==> src/rtl/octal_ram_pkg.sv <==
`default_nettype none
// ============================================================================
//  Module      : octal_ram_pkg
//  Description : Shared types and constants for the Octal PSRAM MR bring-up.
//  Revision    : 1.0 - initial release
// ============================================================================
package octal_ram_pkg;

    typedef enum logic [3:0] {
        ST_IDLE    = 4'd0,
        ST_PWRUP   = 4'd1,
        ST_FETCH   = 4'd2,
        ST_ISSUE   = 4'd3,
        ST_WAIT_RD = 4'd4,
        ST_CHECK   = 4'd5,
        ST_NEXT    = 4'd6,
        ST_DONE    = 4'd7,
        ST_ERR     = 4'd8
    } state_t;

    localparam logic [7:0] c_MR0 = 8'h00;
    localparam logic [7:0] c_MR1 = 8'h01;
    localparam logic [7:0] c_MR2 = 8'h02;
    localparam logic [7:0] c_MR4 = 8'h04;
    localparam logic [7:0] c_MR8 = 8'h08;

    localparam int c_NUM_WR_DEF = 4;
    localparam int c_NUM_RD_DEF = 6;

endpackage
`default_nettype wire

==> src/rtl/mr_wait_counter.sv <==
`default_nettype none
// ============================================================================
//  Module      : mr_wait_counter
//  Description : Loadable saturating down-counter with zero (terminal) flag.
//  Revision    : 1.0 - initial release
// ============================================================================
module mr_wait_counter #(
    parameter int WIDTH = 16
) (
    input  logic             clk,
    input  logic             rst_n,
    input  logic             i_load,
    input  logic [WIDTH-1:0] i_load_val,
    input  logic             i_dec,
    output logic             o_zero
);

    logic [WIDTH-1:0] r_count;

    always_ff @(posedge clk or negedge rst_n) begin
        if (!rst_n) begin
            r_count <= '0;
        end else if (i_load) begin
            r_count <= i_load_val;
        end else if (i_dec && (r_count != '0)) begin
            r_count <= r_count - WIDTH'(1);
        end
    end

    assign o_zero = (r_count == '0);

endmodule
`default_nettype wire

==> src/rtl/octal_ram_mr_init_seq.sv <==
`default_nettype none
// ============================================================================
//  Module      : octal_ram_mr_init_seq
//  Description : Post-reset Octal PSRAM mode-register write/readback sequencer.
//  Revision    : 1.0 - initial release
// ============================================================================
module octal_ram_mr_init_seq
    import octal_ram_pkg::*;
#(
    parameter int NUM_WR       = c_NUM_WR_DEF,
    parameter int NUM_RD       = c_NUM_RD_DEF,
    parameter int PWRUP_CYCLES = 20000,
    parameter int RD_TIMEOUT   = 255
) (
    input  logic       iClk,
    input  logic       iRst_N,
    input  logic       iStart,
    output logic [7:0] oCfgNo,
    input  logic [7:0] iCfgAddr,
    input  logic [7:0] iCfgData,
    output logic       oCmdValid,
    output logic       oCmdIsRead,
    output logic [7:0] oCmdAddr,
    output logic [7:0] oCmdData,
    input  logic       iCmdReady,
    input  logic       iRdValid,
    input  logic [7:0] iRdData,
    output logic       oBusy,
    output logic       oDone,
    output logic       oErr,
    output logic [7:0] oErrNo,
    output logic [7:0] oVendorId,
    output logic [7:0] oDeviceId
);

    localparam int              c_CNT_MAX  = (PWRUP_CYCLES > RD_TIMEOUT) ? PWRUP_CYCLES : RD_TIMEOUT;
    localparam int              c_CNT_W    = $clog2(c_CNT_MAX + 1);
    localparam logic [c_CNT_W-1:0] c_PWRUP_LD = c_CNT_W'(PWRUP_CYCLES - 1);
    localparam logic [c_CNT_W-1:0] c_RDTO_LD  = c_CNT_W'(RD_TIMEOUT - 1);
    localparam logic [7:0]      c_FIRST_RD = 8'(NUM_WR);
    localparam logic [7:0]      c_LAST_IDX = 8'(NUM_WR + NUM_RD - 1);

    state_t               r_state;
    logic                 r_pwrup_done;
    logic [7:0]           r_mr0;
    logic [7:0]           r_mr4;
    logic [7:0]           r_mr8;
    logic [7:0]           r_rd_data;

    logic                 w_is_rd;
    logic                 w_cnt_load;
    logic [c_CNT_W-1:0]   w_cnt_val;
    logic                 w_cnt_dec;
    logic                 w_cnt_zero;
    logic                 w_shadow_hit;
    logic [7:0]           w_shadow_val;

    assign w_is_rd = (oCfgNo >= c_FIRST_RD);

    // Loaded one cycle before the state it times, so PWRUP lasts exactly PWRUP_CYCLES.
    always_comb begin
        w_cnt_load = 1'b0;
        w_cnt_val  = c_PWRUP_LD;
        if ((r_state == ST_IDLE) && iStart && !r_pwrup_done) begin
            w_cnt_load = 1'b1;
        end else if ((r_state == ST_ISSUE) && iCmdReady && oCmdIsRead) begin
            w_cnt_load = 1'b1;
            w_cnt_val  = c_RDTO_LD;
        end
    end

    assign w_cnt_dec = (r_state == ST_PWRUP) || (r_state == ST_WAIT_RD);

    always_comb begin
        w_shadow_hit = 1'b1;
        w_shadow_val = 8'h00;
        case (oCmdAddr)
            c_MR0:   w_shadow_val = r_mr0;
            c_MR4:   w_shadow_val = r_mr4;
            c_MR8:   w_shadow_val = r_mr8;
            default: w_shadow_hit = 1'b0;
        endcase
    end

    mr_wait_counter #(
        .WIDTH (c_CNT_W)
    ) u_wait_cnt (
        .clk        (iClk),
        .rst_n      (iRst_N),
        .i_load     (w_cnt_load),
        .i_load_val (w_cnt_val),
        .i_dec      (w_cnt_dec),
        .o_zero     (w_cnt_zero)
    );

    always_ff @(posedge iClk or negedge iRst_N) begin
        if (!iRst_N) begin
            r_state      <= ST_IDLE;
            r_pwrup_done <= 1'b0;
            r_mr0        <= 8'h00;
            r_mr4        <= 8'h00;
            r_mr8        <= 8'h00;
            r_rd_data    <= 8'h00;
            oCfgNo       <= 8'h00;
            oCmdValid    <= 1'b0;
            oCmdIsRead   <= 1'b0;
            oCmdAddr     <= 8'h00;
            oCmdData     <= 8'h00;
            oBusy        <= 1'b0;
            oDone        <= 1'b0;
            oErr         <= 1'b0;
            oErrNo       <= 8'h00;
            oVendorId    <= 8'h00;
            oDeviceId    <= 8'h00;
        end else begin
            case (r_state)
                ST_IDLE: begin
                    if (iStart) begin
                        oDone   <= 1'b0;
                        oErr    <= 1'b0;
                        oErrNo  <= 8'h00;
                        oBusy   <= 1'b1;
                        oCfgNo  <= 8'h00;
                        r_state <= r_pwrup_done ? ST_FETCH : ST_PWRUP;
                    end
                end
                ST_PWRUP: begin
                    if (w_cnt_zero) begin
                        r_pwrup_done <= 1'b1;
                        r_state      <= ST_FETCH;
                    end
                end
                ST_FETCH: begin
                    oCmdIsRead <= w_is_rd;
                    oCmdAddr   <= iCfgAddr;
                    oCmdData   <= w_is_rd ? 8'h00 : iCfgData;
                    oCmdValid  <= 1'b1;
                    r_state    <= ST_ISSUE;
                end
                ST_ISSUE: begin
                    if (iCmdReady) begin
                        oCmdValid <= 1'b0;
                        if (oCmdIsRead) begin
                            r_state <= ST_WAIT_RD;
                        end else begin
                            case (oCmdAddr)
                                c_MR0:   r_mr0 <= oCmdData;
                                c_MR4:   r_mr4 <= oCmdData;
                                c_MR8:   r_mr8 <= oCmdData;
                                default: ;
                            endcase
                            r_state <= ST_NEXT;
                        end
                    end
                end
                ST_WAIT_RD: begin
                    // A strobe on the terminal cycle still counts as in time.
                    if (iRdValid) begin
                        r_rd_data <= iRdData;
                        r_state   <= ST_CHECK;
                    end else if (w_cnt_zero) begin
                        oErr    <= 1'b1;
                        oErrNo  <= oCfgNo;
                        r_state <= ST_ERR;
                    end
                end
                ST_CHECK: begin
                    if (w_shadow_hit && (r_rd_data != w_shadow_val)) begin
                        oErr    <= 1'b1;
                        oErrNo  <= oCfgNo;
                        r_state <= ST_ERR;
                    end else begin
                        if (oCmdAddr == c_MR1) oVendorId <= r_rd_data;
                        if (oCmdAddr == c_MR2) oDeviceId <= r_rd_data;
                        r_state <= ST_NEXT;
                    end
                end
                ST_NEXT: begin
                    if (oCfgNo == c_LAST_IDX) begin
                        oDone   <= 1'b1;
                        r_state <= ST_DONE;
                    end else begin
                        oCfgNo  <= oCfgNo + 8'd1;
                        r_state <= ST_FETCH;
                    end
                end
                ST_DONE, ST_ERR: begin
                    oBusy   <= 1'b0;
                    r_state <= ST_IDLE;
                end
                default: r_state <= ST_IDLE;
            endcase
        end
    end

endmodule
`default_nettype wire

==> config.mk <==
export PLATFORM = sky130hd
export DESIGN_NAME = octal_ram_mr_init_seq
export DESIGN_NICKNAME = d
export VERILOG_FILES = /design/src/rtl/octal_ram_pkg.sv /design/src/rtl/mr_wait_counter.sv /design/src/rtl/octal_ram_mr_init_seq.sv
export SDC_FILE = /design/constraint.sdc
export NUM_CORES = 1
export LEC_CHECK = 0
export ABC_AREA = 1
export ABC_CLOCK_PERIOD_IN_PS = 3000
export BUFFER_PORTS_ARGS = -buffer_cell sky130_fd_sc_hd__buf_2
export CORE_MARGIN = 2
export CORE_UTILIZATION = 39
export CTS_CLUSTER_DIAMETER = 60
export DETAILED_ROUTE_END_ITERATION = 10
export PLACE_DENSITY_LB_ADDON = 0.12
export SLEW_MARGIN = 20
export SYNTH_ARGS = -nofsm -noshare
export SYNTH_HDL_FRONTEND = slang
export SYNTH_HIERARCHICAL = 1
export SYNTH_SLANG_ARGS = --single-unit
==> constraint.sdc <==
create_clock -name iClk -period 3 [get_ports iClk]
set_input_delay 0 -clock iClk [delete_from_list [all_inputs] [get_ports iClk]]
set_output_delay 0 -clock iClk [all_outputs]
set_load 0.02 [all_outputs]
==> Word level (Yosys, flattened, before mapping) <==
Cells that the tools add are included.
{ "totals": {"ff_bits": 105, "latchBits": 0, "ramBits": 0, "mem_bits_ro": 0, "out_inout_bits": 53, "memories": 0} }
{ "classes": {"addsub": 2, "mul": 0, "div": 0, "n_lt_le_gt_ge": 1, "n_eq_ne": 23, "shifts": 0, "n_mux": 37, "bitwise_logic": 2, "reduce_logical": 32} }
{ "ops": {"columns": ["cell", "n"], "rows": [
  ["15-bit 2-to-1 mux", 4],
  ["8-bit 2-to-1 mux", 6],
  ["8-bit one-hot mux with 3 select lines", 2],
  ["4-bit one-hot mux with 7 select lines", 1],
  ["4-bit 2-to-1 mux", 6],
  ["4-bit by 3-bit equality test with 1-bit output (second input constant)", 4],
  ["8-bit by 4-bit equality test with 1-bit output (second input constant)", 2],
  ["8-bit one-hot mux with 2 select lines", 1],
  ["4-bit AND reduction", 4],
  ["15-bit zero test", 1],
  ["15-bit nonzero test", 1],
  ["15-bit by 1-bit subtractor with 15-bit output (second input constant)", 1],
  ["2-bit != test (second input constant)", 6],
  ["3-bit AND reduction", 4],
  ["1-bit 2-to-1 mux", 10],
  ["8-bit by 1-bit adder with 8-bit output (second input constant)", 1],
  ["4-bit by 2-bit equality test with 1-bit output (second input constant)", 2],
  ["8-bit by 1-bit equality test with 1-bit output (second input constant)", 1],
  ["8-bit by 2-bit equality test with 1-bit output (second input constant)", 1],
  ["8-bit by 3-bit equality test with 1-bit output (second input constant)", 1],
  ["8-bit by 3-bit greater-or-equal comparator with 1-bit output (second input constant)", 1],
  ["8-bit zero test", 1],
  ["8-bit != test", 1],
  ["2-bit AND reduction", 4],
  ["18 further kinds", 31]
]} }

==> Logic depth before layout (Yosys ltp) <==
Gate-level depths: netlist of the first run.
{ "logic_depth": {"word_depth": 6, "depth_mapped": 18, "ltp_nobuf": 16} }

==> Hierarchy <==
The synthesis of the first run kept the hierarchy.
{ "by_module_without_submodules": {"columns": ["module", "n_inst", "cells_each", "area_per_inst_um2"], "rows": [
  ["octal_ram_mr_init_seq", 1, 495, 4110.2],
  ["mr_wait_counter", 1, 154, 1067.3]
]} }

==> Least setup slack after synthesis of the first run <==
No wires, ideal clock.
{ "synth_path": {"kind": "register to register", "from": "register r_state[3]", "to": "register u_wait_cnt.r_count[12]", "arrival_ps": 2032, "required_time_ps": 2870, "path_slack_ps": 839, "path_stages_with_launch": 17, "period_less_slack_ps": 2161, "cell_sequence": "dfrtp_1 -> nor2_1 -> inv_2 -> nor2_1 -> inv_2 -> nor2_1 -> inv_2 -> nor2_1 -> inv_1 -> o21ai_0 -> clkbuf_1 -> inv_1 -> nand2_4 -> inv_6 -> buf_8 -> nand2_1 -> nand3_2"} }
{ "synth_between": {"elab_chain_len": 6, "word_cells_on_any_way": 15, "classes_between": "eq/ne: 3; mux: 4; reduce/logical: 8"} }
{ "synth_lines": {"columns": ["element", "line", "text"], "rows": [
  ["start: declaration", "octal_ram_mr_init_seq.sv:43", "state_t r_state;"],
  ["start signal: assignment", "octal_ram_mr_init_seq.sv:124", "r_state <= r_pwrup_done ? ST_FETCH : ST_PWRUP;"],
  ["4-bit by 2-bit equality test with 1-bit output", "octal_ram_mr_init_seq.sv:66", "end else if ((r_state == ST_ISSUE) && iCmdReady && oCmdIsRead) begin"],
  ["1-bit logical AND (2 in series)", "octal_ram_mr_init_seq.sv:66", null],
  ["1-bit 2-to-1 mux", "octal_ram_mr_init_seq.sv:66", null],
  ["1-bit 2-to-1 mux (*)", "octal_ram_mr_init_seq.sv:64", "if ((r_state == ST_IDLE) && iStart && !r_pwrup_done) begin"],
  ["net w_cnt_load", "octal_ram_mr_init_seq.sv:51", "logic w_cnt_load;"],
  ["15-bit 2-to-1 mux or 2-bit nonzero test (tied branches)", null, null],
  ["end signal: assignment", "mr_wait_counter.sv:24", "r_count <= i_load_val;"],
  ["end signal: assignment", "mr_wait_counter.sv:26", "r_count <= r_count - WIDTH'(1);"],
  ["end: declaration", "mr_wait_counter.sv:18", "logic [WIDTH-1:0] r_count;"]
]} }
Mark *: on every way through the listed nets, which the timed path passes. The rest lies on a longest branch.
A chain may end at the register's enable or synchronous reset.

==> Final worst setup path of the first run <==
Ends and elaborated chain as after synthesis.

==> flow_metrics.env, run 1 <==
export IMPL_syn_inst=649
export IMPL_drc=0
export IMPL_n_fill_cell=1283
export IMPL_track_usage_pct=18.5
export IMPL_cts_sinks=105
export IMPL_io_buffers=81
export IMPL_synth_seq_cells=105
export IMPL_antenna_left=0
export IMPL_cap_violations=0
export IMPL_slew_limit_headroom_pct=48.3
export IMPL_rows=42
export IMPL_cts_tree="yes"
export IMPL_fp_coreArea_um2=13100
export IMPL_end_kind="flop"
export IMPL_ys_types=35
export IMPL_drt_iter0_markers=374
export IMPL_layout_commonest_cell="nand2_1"
export IMPL_grt_pass1_wl_um=21000
export IMPL_io_pins=82
export IMPL_vias=4468
export IMPL_hold_viol=0
export IMPL_dieArea_um2=14200
export IMPL_die_y_um=119
export IMPL_hpwlAfterDp_um=9010
export IMPL_first_global_vias=4247
export IMPL_power_frac_comb_pct=39.1
export IMPL_finalSetupTns_ns=0
export IMPL_switching_share_pct=41.9
export IMPL_synth_area_um2=5180
export IMPL_cts_hold_buf=27
export IMPL_crit_path_max_incr_delay_ns=0.39
export IMPL_grt_antenna_before_repair=0
export IMPL_cp_cell_sequence="nor2_1 > inv_2 > nor2_1 > inv_2 > nor2_1 > inv_2 > nor2_1 > inv_1 > o21ai_0 > buf_4 > inv_1 > nand3_1 > inv_2 > o21ai_0 > nand3_2"
export IMPL_postCtsSetupRepairBufs=0
export IMPL_critPathKind="flop to flop"
export IMPL_p_switching_w=0.00223
export IMPL_layout_common_cells="177 x nand2_1, 105 x dfrtp_1, 80 x buf_2"
export IMPL_rsz0062_at_grt="no"
export IMPL_antennaDiodeCount=0
export IMPL_cts_resized=0
export IMPL_start_kind="flop"
export IMPL_clk_pin_slew_ns=0.07
export IMPL_reg2reg_setup_slack_ns=0.55
export IMPL_dr_wl_met3_um=525
export IMPL_power_per_cell_area_nw_per_um2=839
export IMPL_clkPwrFrac_pct=22.2
export IMPL_worst_slew_pin_transition_ns=0.774
export IMPL_finalCritPeriodShare_pct=81.6
export IMPL_die_x_um=119
export IMPL_overflow=0
export IMPL_cts_buffer_depth=2
export IMPL_p_seq_share_pct=38.7
export IMPL_power_leakage_nw=3.21
export IMPL_wl_per_cell_um=13.1
export IMPL_fmax_mhz=408
export IMPL_viasPerCell=4.74
export IMPL_highest_layer="met4"
export IMPL_fin_nets=794
export IMPL_numCtsBuffers=9
export IMPL_wl_met2_um=5400
export IMPL_grt_max_degree=60
export IMPL_first_pass_iters=5
export IMPL_syn_area_per_cell_um2=7.98
export IMPL_routed_wl_um=12300
export IMPL_fin_worst_skew_ns=0.00857
export IMPL_initial_core_util_pct=39.6
export IMPL_cp_required_ns=3.22
export IMPL_crit_family="simple AND/OR/NAND/NOR gates"
export IMPL_critPathBufInv=7
export IMPL_finalSetupViolCount=0
export IMPL_p_int_w=0.00309
export IMPL_hp_class="primary input to flop"
export IMPL_cts_htree_levels=3
export IMPL_power_w=0.00532
export IMPL_clk_latency_ns=0.35
export IMPL_worstPathArrival_ns=2.67
export IMPL_slowest_stage="dfrtp_1"
export IMPL_drv_slew=0
export IMPL_status="finished, final reports clean"
export IMPL_clockRootBuffer="clkbuf_16"
export IMPL_min_period_ns=2.45
export IMPL_layout_drive_gt1_share_pct=18.9
export IMPL_ys_warn_count=6
export IMPL_globalplace_congestion=0.897
export IMPL_ys_seq_area_share_pct=50.7
export IMPL_worst_path_max_fanout=17
export IMPL_m1WireLength_um=6250
export IMPL_vdd_drop_max_uv=342
export IMPL_areaGrowthSynthToFinish_pct=22.4
## through the flow
step / instance area, µm² / worst slack [ns] / util, % / hold WS [ns] / std cells
finish: 6340 / 0.552 / 48.4 / 0.0854 / 942
global route: 6340 / 0.204 / 48.4 / 0.0922 / 942
CTS: 6340 / 0.533 / 48.4 / 0.0637 / 942
detailed placement: 5770 / 0.539 / 44.1 / 0.0659 / 899
global placement: 5770 / 0.678 / 44.1 / 0.0600 / 899
floorplan: 5200 / 0.839 / - / -0.296 / 654
## final cells by class
cell class                      count  area (µm²)  share of cell area, %
Sequential cell                   105        2630                   41.5
Multi-Input combinational cell    465        2210                   34.9
Timing Repair Buffer              112         721                   11.4
Inverter                           68         260                   4.11
Clock buffer                       11         233                   3.67
Tap cell                          176         220                   3.47
Clock inverter                      5        63.8                   1.01
## Yosys cell counts, drive strengths merged
| cell type | number | area (µm²) |
|---|---|---|
| nand3 | 71 | 375 |
| a211oi | 2 | 15.0 |
| a2111oi | 1 | 8.76 |
| xnor2 | 1 | 8.76 |
| o21ai | 71 | 355 |
| clkbuf | 10 | 37.5 |
| nand2 | 189 | 754 |
| nor3 | 9 | 50.1 |
| or2 | 2 | 15.0 |
| nand4 | 12 | 75.1 |
| buf | 6 | 58.8 |
| conb | 2 | 7.51 |
| nor2 | 69 | 314 |
| o31ai | 1 | 7.51 |
| dfrtp | 105 | 2630 |
| a31oi | 1 | 6.26 |
| mux2i | 1 | 10.0 |
| xor2 | 4 | 35.0 |
| inv | 68 | 260 |
| ha | 4 | 50.1 |
| a21oi | 19 | 98.9 |
| o22ai | 1 | 6.26 |
## metal layers
layer  up-vias  global-route usage, %
li1       2312                      -
met1      2052                   26.8
met2        98                   27.7
met3         6                   3.64
met4         0                   6.55
met5         -                      0
## power groups by stage
stage	combinational [W]	clock, W	sequential, W
after floorplan	0.00138	0	0.00222
after CTS	0.00209	0.00123	0.00206
after global routing	0.00237	0.00127	0.00211
after global placement	0.00203	0	0.00208
final	0.00208	0.00118	0.00206
after detailed placement	0.00206	0	0.00208
## flip-flops by register name (all words and copies together) (netlist names), 8 cells and up
| name | count |
|---|---|
| oCfgNo | 8 |
| oCmdAddr | 8 |
| oCmdData | 8 |
| oDeviceId | 8 |
| oErrNo | 8 |
| oVendorId | 8 |
| r_mr0 | 8 |
| r_mr4 | 8 |
| r_mr8 | 8 |
| r_rd_data | 8 |
| u_wait_cnt/r_count | 15 |
## logic make-up after synthesis
logic type      count (synthesis)  synth area share (%)
xor+xnor                        5                 0.846
buf+inv                        84                  6.89
other cells                     2                 0.145
mux                             1                 0.193
flops                         105                  50.7
simple gates                  352                  30.6
compound gates                 96                  9.62
fa+ha+maj                       4                 0.967
## path summary, 6_finish.rpt
check                           start                     end  cells past startpoint
max                        r_state[3]  u_wait_cnt/r_count[12]                     15
min                            iStart               oCfgNo[4]                      4
max reg2reg                r_state[3]  u_wait_cnt/r_count[12]                     15
min reg2reg                 oErrNo[3]               oErrNo[3]                      2
max in group asynchronous      iRst_N            oDeviceId[7]                      3
min in group asynchronous      iRst_N  u_wait_cnt/r_count[10]                      2
## worst min-delay path, stage by stage
cell and delay, ns:
buf_2 0.10, nand2_2 0.15, nand2_1 0.11, a21oi_1 0.04
No activity file was read; power rests on OpenSTA's default activity.
==> run 2, diff against run 1 <==
--- a/config.mk
+++ b/config.mk
@@ -6,7 +6,7 @@
 export NUM_CORES = 1
 export LEC_CHECK = 0
 export ABC_AREA = 1
-export ABC_CLOCK_PERIOD_IN_PS = 3000
+export ABC_CLOCK_PERIOD_IN_PS = 2400
 export BUFFER_PORTS_ARGS = -buffer_cell sky130_fd_sc_hd__buf_2
 export CORE_MARGIN = 2
 export CORE_UTILIZATION = 39
==> constraint.sdc (replaced) <==
create_clock -name iClk -period 2.4 [get_ports iClk]
set_input_delay 0 -clock iClk [delete_from_list [all_inputs] [get_ports iClk]]
set_output_delay 0 -clock iClk [all_outputs]
set_load 0.02 [all_outputs]
==> run 2 against run 1 <==
  * Non-clock buffer count increased by 9
  * Wire length rose by 2.7%
  * Highest routed layer unchanged
  * Cell count is 0.96% higher
  * First-iteration DRC count fell by 18%
  * Via count increased by 2.5%
  * Critical path depth shrank 5
  * Total power up 27%
  * Critical path type unchanged
  * Combinational power increased by 27%
==> flow_metrics.env, run 2 (synthesis results as in run 1) <==
export IMPL_worst_path_max_fanout=16
export IMPL_die_x_um=119
export IMPL_globalplace_congestion=0.906
export IMPL_viasPerCell=4.82
export IMPL_clk_latency_ns=0.35
export IMPL_layout_common_cells="177 x nand2_1, 105 x dfrtp_1, 80 x buf_2"
export IMPL_fin_nets=803
export IMPL_grt_pass1_wl_um=22000
export IMPL_overflow=0
export IMPL_start_kind="flop"
export IMPL_cts_tree="yes"
export IMPL_grt_antenna_before_repair=0
export IMPL_largest_register="u_wait_cnt/r_count"
export IMPL_numCtsBuffers=9
export IMPL_clk_pin_slew_ns=0.07
export IMPL_slowest_stage="dfrtp_1"
export IMPL_post_place_cells=908
export IMPL_min_period_ns=2.11
export IMPL_power_leakage_nw=3.26
export IMPL_power_per_cell_area_nw_per_um2=1050
export IMPL_stdcell_count=951
export IMPL_io_buffers=81
export IMPL_cp_cell_sequence="nor2_1 > inv_2 > nor2_1 > nand2_2 > o21ai_0 > buf_4 > nor2_1 > nand2_1 > o21ai_0 > o21ai_0"
export IMPL_routed_wl_um=12600
export IMPL_fp_coreArea_um2=13100
export IMPL_crit_path_max_incr_delay_ns=0.45
export IMPL_io_pins=82
export IMPL_reg2reg_depth=10
export IMPL_grt_max_degree=81
export IMPL_whs_ns=0.0746
export IMPL_worstPathArrival_ns=2.38
export IMPL_drv_slew=0
export IMPL_worst_slew_pin_transition_ns=0.795
export IMPL_first_pass_iters=4
export IMPL_antenna_left=0
export IMPL_finish_instance_area_um2=6430
export IMPL_dieArea_um2=14200
export IMPL_cts_sinks=105
export IMPL_hold_path_depth=4
export IMPL_die_y_um=119
export IMPL_antennaDiodeCount=0
export IMPL_areaGrowthSynthToFinish_pct=24.2
export IMPL_finalSetupViolCount=0
export IMPL_hpwlAfterDp_um=9270
export IMPL_first_global_vias=4470
export IMPL_initial_core_util_pct=39.6
export IMPL_end_kind="flop"
export IMPL_largest_register_ffs=15
export IMPL_rows=42
export IMPL_placed_area_um2=5840
export IMPL_drc=0
export IMPL_fin_worst_skew_ns=0.00727
export IMPL_vdd_drop_max_uv=513
export IMPL_vias=4581
export IMPL_cts_buffer_depth=2
export IMPL_fmax_mhz=474
export IMPL_hp_class="primary input to flop"
export IMPL_cap_violations=0
export IMPL_postCtsSetupRepairBufs=0
export IMPL_drt_iter0_markers=306
export IMPL_hold_viol=0
export IMPL_layout_drive_gt1_share_pct=20.1
export IMPL_layout_commonest_cell="nand2_1"
export IMPL_rsz0062_at_grt="no"
export IMPL_cts_htree_levels=3
export IMPL_finalSetupTns_ns=0
export IMPL_track_usage_pct=19.2
export IMPL_status="finished, final reports clean"
export IMPL_critPathKind="flop to flop"
export IMPL_finalCritPeriodShare_pct=87.9
export IMPL_slew_limit_headroom_pct=46.9
export IMPL_wl_per_cell_um=13.3
export IMPL_cp_required_ns=2.67
export IMPL_clockRootBuffer="clkbuf_16"
-- run 2: changes by cell type in the layout (fill, tap and decap cells not counted), sizes merged --
cell / before / now
clkbuf: 11 / 9
clkinv: 1 / 2
buf: 85 / 94
clkinvlp: 1 / 2
-- run 2: worst paths after layout --
path | start | endpoint | slack (ns)
max | r_state[1] | u_wait_cnt/r_count[6] | 0.29
min | iStart | oCfgNo[5] | 0.07
max reg2reg | r_state[1] | u_wait_cnt/r_count[6] | 0.29
min reg2reg | oCmdValid | oCmdValid | 0.48
max in group asynchronous | iRst_N | oCmdData[6] | 1.58
min in group asynchronous | iRst_N | u_wait_cnt/r_count[8] | 0.09
-- run 2: metal layers --
layer | part of all wire, % | vias to the layer above | GRT usage [%] | routed length [µm]
met5 | 0 | - | 0 | 0
met4 | 1.7 | 0 | 6.03 | 218
met3 | 5.0 | 16 | 4.50 | 632
met2 | 44 | 107 | 29.2 | 5550
met1 | 49 | 2114 | 27.2 | 6250
li1 | - | 2344 | - | -
-- run 2: through the flow --
stage               utilization [%]  power [W]  worst slack [ns]
floorplan                         -    0.00450             0.239
global placement               44.6    0.00517             0.263
detailed placement             44.6    0.00522             0.223
CTS                            49.1    0.00680             0.207
global route                   49.1    0.00729           0.00561
finish                         49.1    0.00674             0.291
-- run 2: worst max-delay path, delay by kind of cell, from the launching register on --
family,cells,cell delay (ns)
DFF,1,0.45
and+or+nand+nor,5,0.76
AOI/OAI and AO/OA,3,0.49
buffers and inverters,2,0.33
-- run 2: where the power goes --
part / switching, W / internal (W) / leakage (nW) / total, W
Combinational: 0.00179 / 0.000852 / 1.74 / 0.00264
Clock: 0.000692 / 0.000827 / 0.145 / 0.00152
Sequential: 0.000369 / 0.00221 / 1.37 / 0.00258
Total: 0.00285 / 0.00389 / 3.26 / 0.00674
-- run 2: final cells by class --
class                      count  area (µm²)
tap                          176         220
clock inverter                 7        87.6
sequential                   105        2630
inverter                      68         263
clock buffer                   9         225
multi-input combinational    465        2220
fill                        1281        6660
timing repair buffer         121         788
-- run 2: timing repair --
| action | CTS | global route |
|---|---|---|
| hold buffers | 27 | 0 |
| hold endpoints to repair | 57 | 0 |
| gates resized for setup | 0 | 3 |
| setup endpoints to repair | 0 | 11 |
==> run 3, diff against run 2 <==
--- a/config.mk
+++ b/config.mk
@@ -6,7 +6,7 @@
 export NUM_CORES = 1
 export LEC_CHECK = 0
 export ABC_AREA = 1
-export ABC_CLOCK_PERIOD_IN_PS = 2400
+export ABC_CLOCK_PERIOD_IN_PS = 2610
 export BUFFER_PORTS_ARGS = -buffer_cell sky130_fd_sc_hd__buf_2
 export CORE_MARGIN = 2
 export CORE_UTILIZATION = 39
==> constraint.sdc (replaced) <==
create_clock -name iClk -period 2.61 [get_ports iClk]
set_input_delay 0 -clock iClk [delete_from_list [all_inputs] [get_ports iClk]]
set_output_delay 0 -clock iClk [all_outputs]
set_load 0.02 [all_outputs]
==> run 3 against run 2 <==
  * Flip-flop and latch count is the same
  * Maximum frequency shrank 8.3%
  * Sequential power shrank 8%
==> flow_metrics.env, run 3 (synthesis results as in run 1) <==
export IMPL_cp_required_ns=2.86
export IMPL_wl_per_cell_um=13.2
export IMPL_largest_register="u_wait_cnt/r_count"
export IMPL_clockRootBuffer="clkbuf_16"
export IMPL_vdd_drop_max_uv=457
export IMPL_crit_end="oErrNo[4]"
export IMPL_crit_top_cell="nand2_1"
export IMPL_finalSetupTns_ns=0
export IMPL_slowest_stage="dfrtp_1"
export IMPL_areaGrowthSynthToFinish_pct=22.8
export IMPL_wl_met2_um=5430
export IMPL_cts_tree="yes"
export IMPL_multiInputGateArea_um2=2210
export IMPL_cap_violations=0
export IMPL_globalplace_congestion=0.860
export IMPL_cp_startpoint="u_wait_cnt/r_count[0]"
export IMPL_r2r_start="u_wait_cnt/r_count[0]"
export IMPL_drv_slew=0
export IMPL_io_pins=82
export IMPL_grt_max_degree=59
export IMPL_fin_worst_skew_ns=0.00832
export IMPL_critPathKind="flop to flop"
export IMPL_finalSetupViolCount=0
export IMPL_vias=4509
export IMPL_status="finished, final reports clean"
export IMPL_start_kind="flop"
export IMPL_cts_buffer_depth=2
export IMPL_antennaDiodeCount=0
export IMPL_crit_family="simple AND/OR/NAND/NOR gates"
export IMPL_setup_ws_ns=0.311
export IMPL_fin_nets=798
export IMPL_power_leakage_nw=3.24
export IMPL_slew_limit_headroom_pct=50.6
export IMPL_worst_path_max_fanout=9
export IMPL_cts_htree_levels=3
export IMPL_crit_path_max_incr_delay_ns=0.40
export IMPL_critPathBufInv=1
export IMPL_layout_common_cells="177 x nand2_1, 105 x dfrtp_1, 80 x buf_2"
export IMPL_hold_viol=0
export IMPL_worstPathArrival_ns=2.55
export IMPL_highest_layer="met4"
export IMPL_post_place_cells=903
export IMPL_layout_commonest_cell="nand2_1"
export IMPL_rows=42
export IMPL_numCtsBuffers=9
export IMPL_first_global_vias=4365
export IMPL_routed_wl_um=12500
export IMPL_io_buffers=81
export IMPL_grt_pass1_wl_um=21200
export IMPL_whs_ns=0.0868
export IMPL_layout_drive_gt1_share_pct=19.5
export IMPL_overflow=0
export IMPL_track_usage_pct=18.7
export IMPL_die_x_um=119
export IMPL_hpwlAfterDp_um=9190
export IMPL_dr_wl_met3_um=613
export IMPL_worst_slew_pin_transition_ns=0.741
export IMPL_reg2reg_setup_slack_ns=0.31
export IMPL_clk_latency_ns=0.35
export IMPL_clk_pin_slew_ns=0.07
export IMPL_drt_iter0_markers=224
export IMPL_first_pass_iters=5
export IMPL_cts_sinks=105
export IMPL_fmax_mhz=435
export IMPL_die_y_um=119
export IMPL_n_fill_cell=1317
export IMPL_cts_resized=0
export IMPL_worst_path_stages=11
export IMPL_dieArea_um2=14200
export IMPL_reg2reg_depth=11
export IMPL_grt_antenna_before_repair=0
export IMPL_initial_core_util_pct=39.6
export IMPL_stdcell_count=946
export IMPL_drc=0
export IMPL_fin_util_pct=48.6
export IMPL_finalCritPeriodShare_pct=88.1
export IMPL_fp_coreArea_um2=13100
export IMPL_pre_cts_slack_ns=0.340
export IMPL_power_per_cell_area_nw_per_um2=970
export IMPL_reg2reg_to="oErrNo[4]"
export IMPL_antenna_left=0
export IMPL_viasPerCell=4.77
export IMPL_m1WireLength_um=6260
export IMPL_cp_cell_sequence="inv_1 > ha_1 > nand3_2 > nor2_4 > nand4_1 > nor2_1 > o21ai_0 > a21oi_2 > nand2_2 > nand2_1 > nand2_1"
export IMPL_min_period_ns=2.30
export IMPL_largest_register_ffs=15
export IMPL_regArea_um2=2630
export IMPL_rsz0062_at_grt="no"
export IMPL_hp_class="primary input to flop"
export IMPL_end_kind="flop"
-- run 3: cell count changes in the layout (fill, tap and decap cells not counted), sizes merged --
| cell | delta |
|---|---|
| buf | -5 |
| clkinvlp | -2 |
| clkbuf | +1 |
| inv | +1 |
-- run 3: what timing repair did --
action / in CTS / in global routing
hold buffers: 27 / 0
setup buffers: 0 / 0
endpoints found under the hold margin: 81 / 0
-- run 3: metal layers --
layer	vias up	GRT usage, %
li1	2327	-
met1	2058	26.3
met5	-	0
met4	0	5.73
met2	113	28.1
met3	11	5.08
-- run 3: final cells by class --
type / instances / share of cell area [%]
sequential: 105 / 41.3
multi-input combinational: 465 / 34.8
clock buffer: 10 / 3.60
inverter: 68 / 4.09
clock inverter: 6 / 1.14
timing repair buffer: 116 / 11.6
tap: 176 / 3.46
-- run 3: how the worst min path moves through the flow --
stage            from                endpoint  slack (ns)  cells after the start
2_1_floorplan  iRst_N                   oBusy       -0.30                      0
3_3_place_gp   iRst_N   u_wait_cnt/r_count[8]        0.11                      1
3_5_place_dp   iRst_N  u_wait_cnt/r_count[12]        0.12                      1
4_1_cts        iStart               oCfgNo[5]        0.07                      4
5_1_grt        iStart               oCfgNo[5]        0.10                      4
6_report       iStart               oCfgNo[5]        0.09                      4
-- run 3: report_power, final --
part	leakage (nW)	switching (W)	total, W	internal, W
combinational	1.71	0.00163	0.00241	0.000779
clock	0.149	0.000627	0.00139	0.000758
sequential	1.37	0.000343	0.00238	0.00203
total	3.24	0.00260	0.00617	0.00357
-- run 3: stage by stage --
step	total power, W	cell area [µm²]
2_1_floorplan	0.00414	5200
3_3_place_gp	0.00475	5790
3_5_place_dp	0.00478	5790
4_1_cts	0.00623	6360
5_1_grt	0.00667	6360
6_report	0.00617	6360
-- run 3: worst min-delay path, cell delays in order --
cell and delay [ns]:
buf_2 0.11, nand2_2 0.15, nand2_1 0.11, a21oi_1 0.04
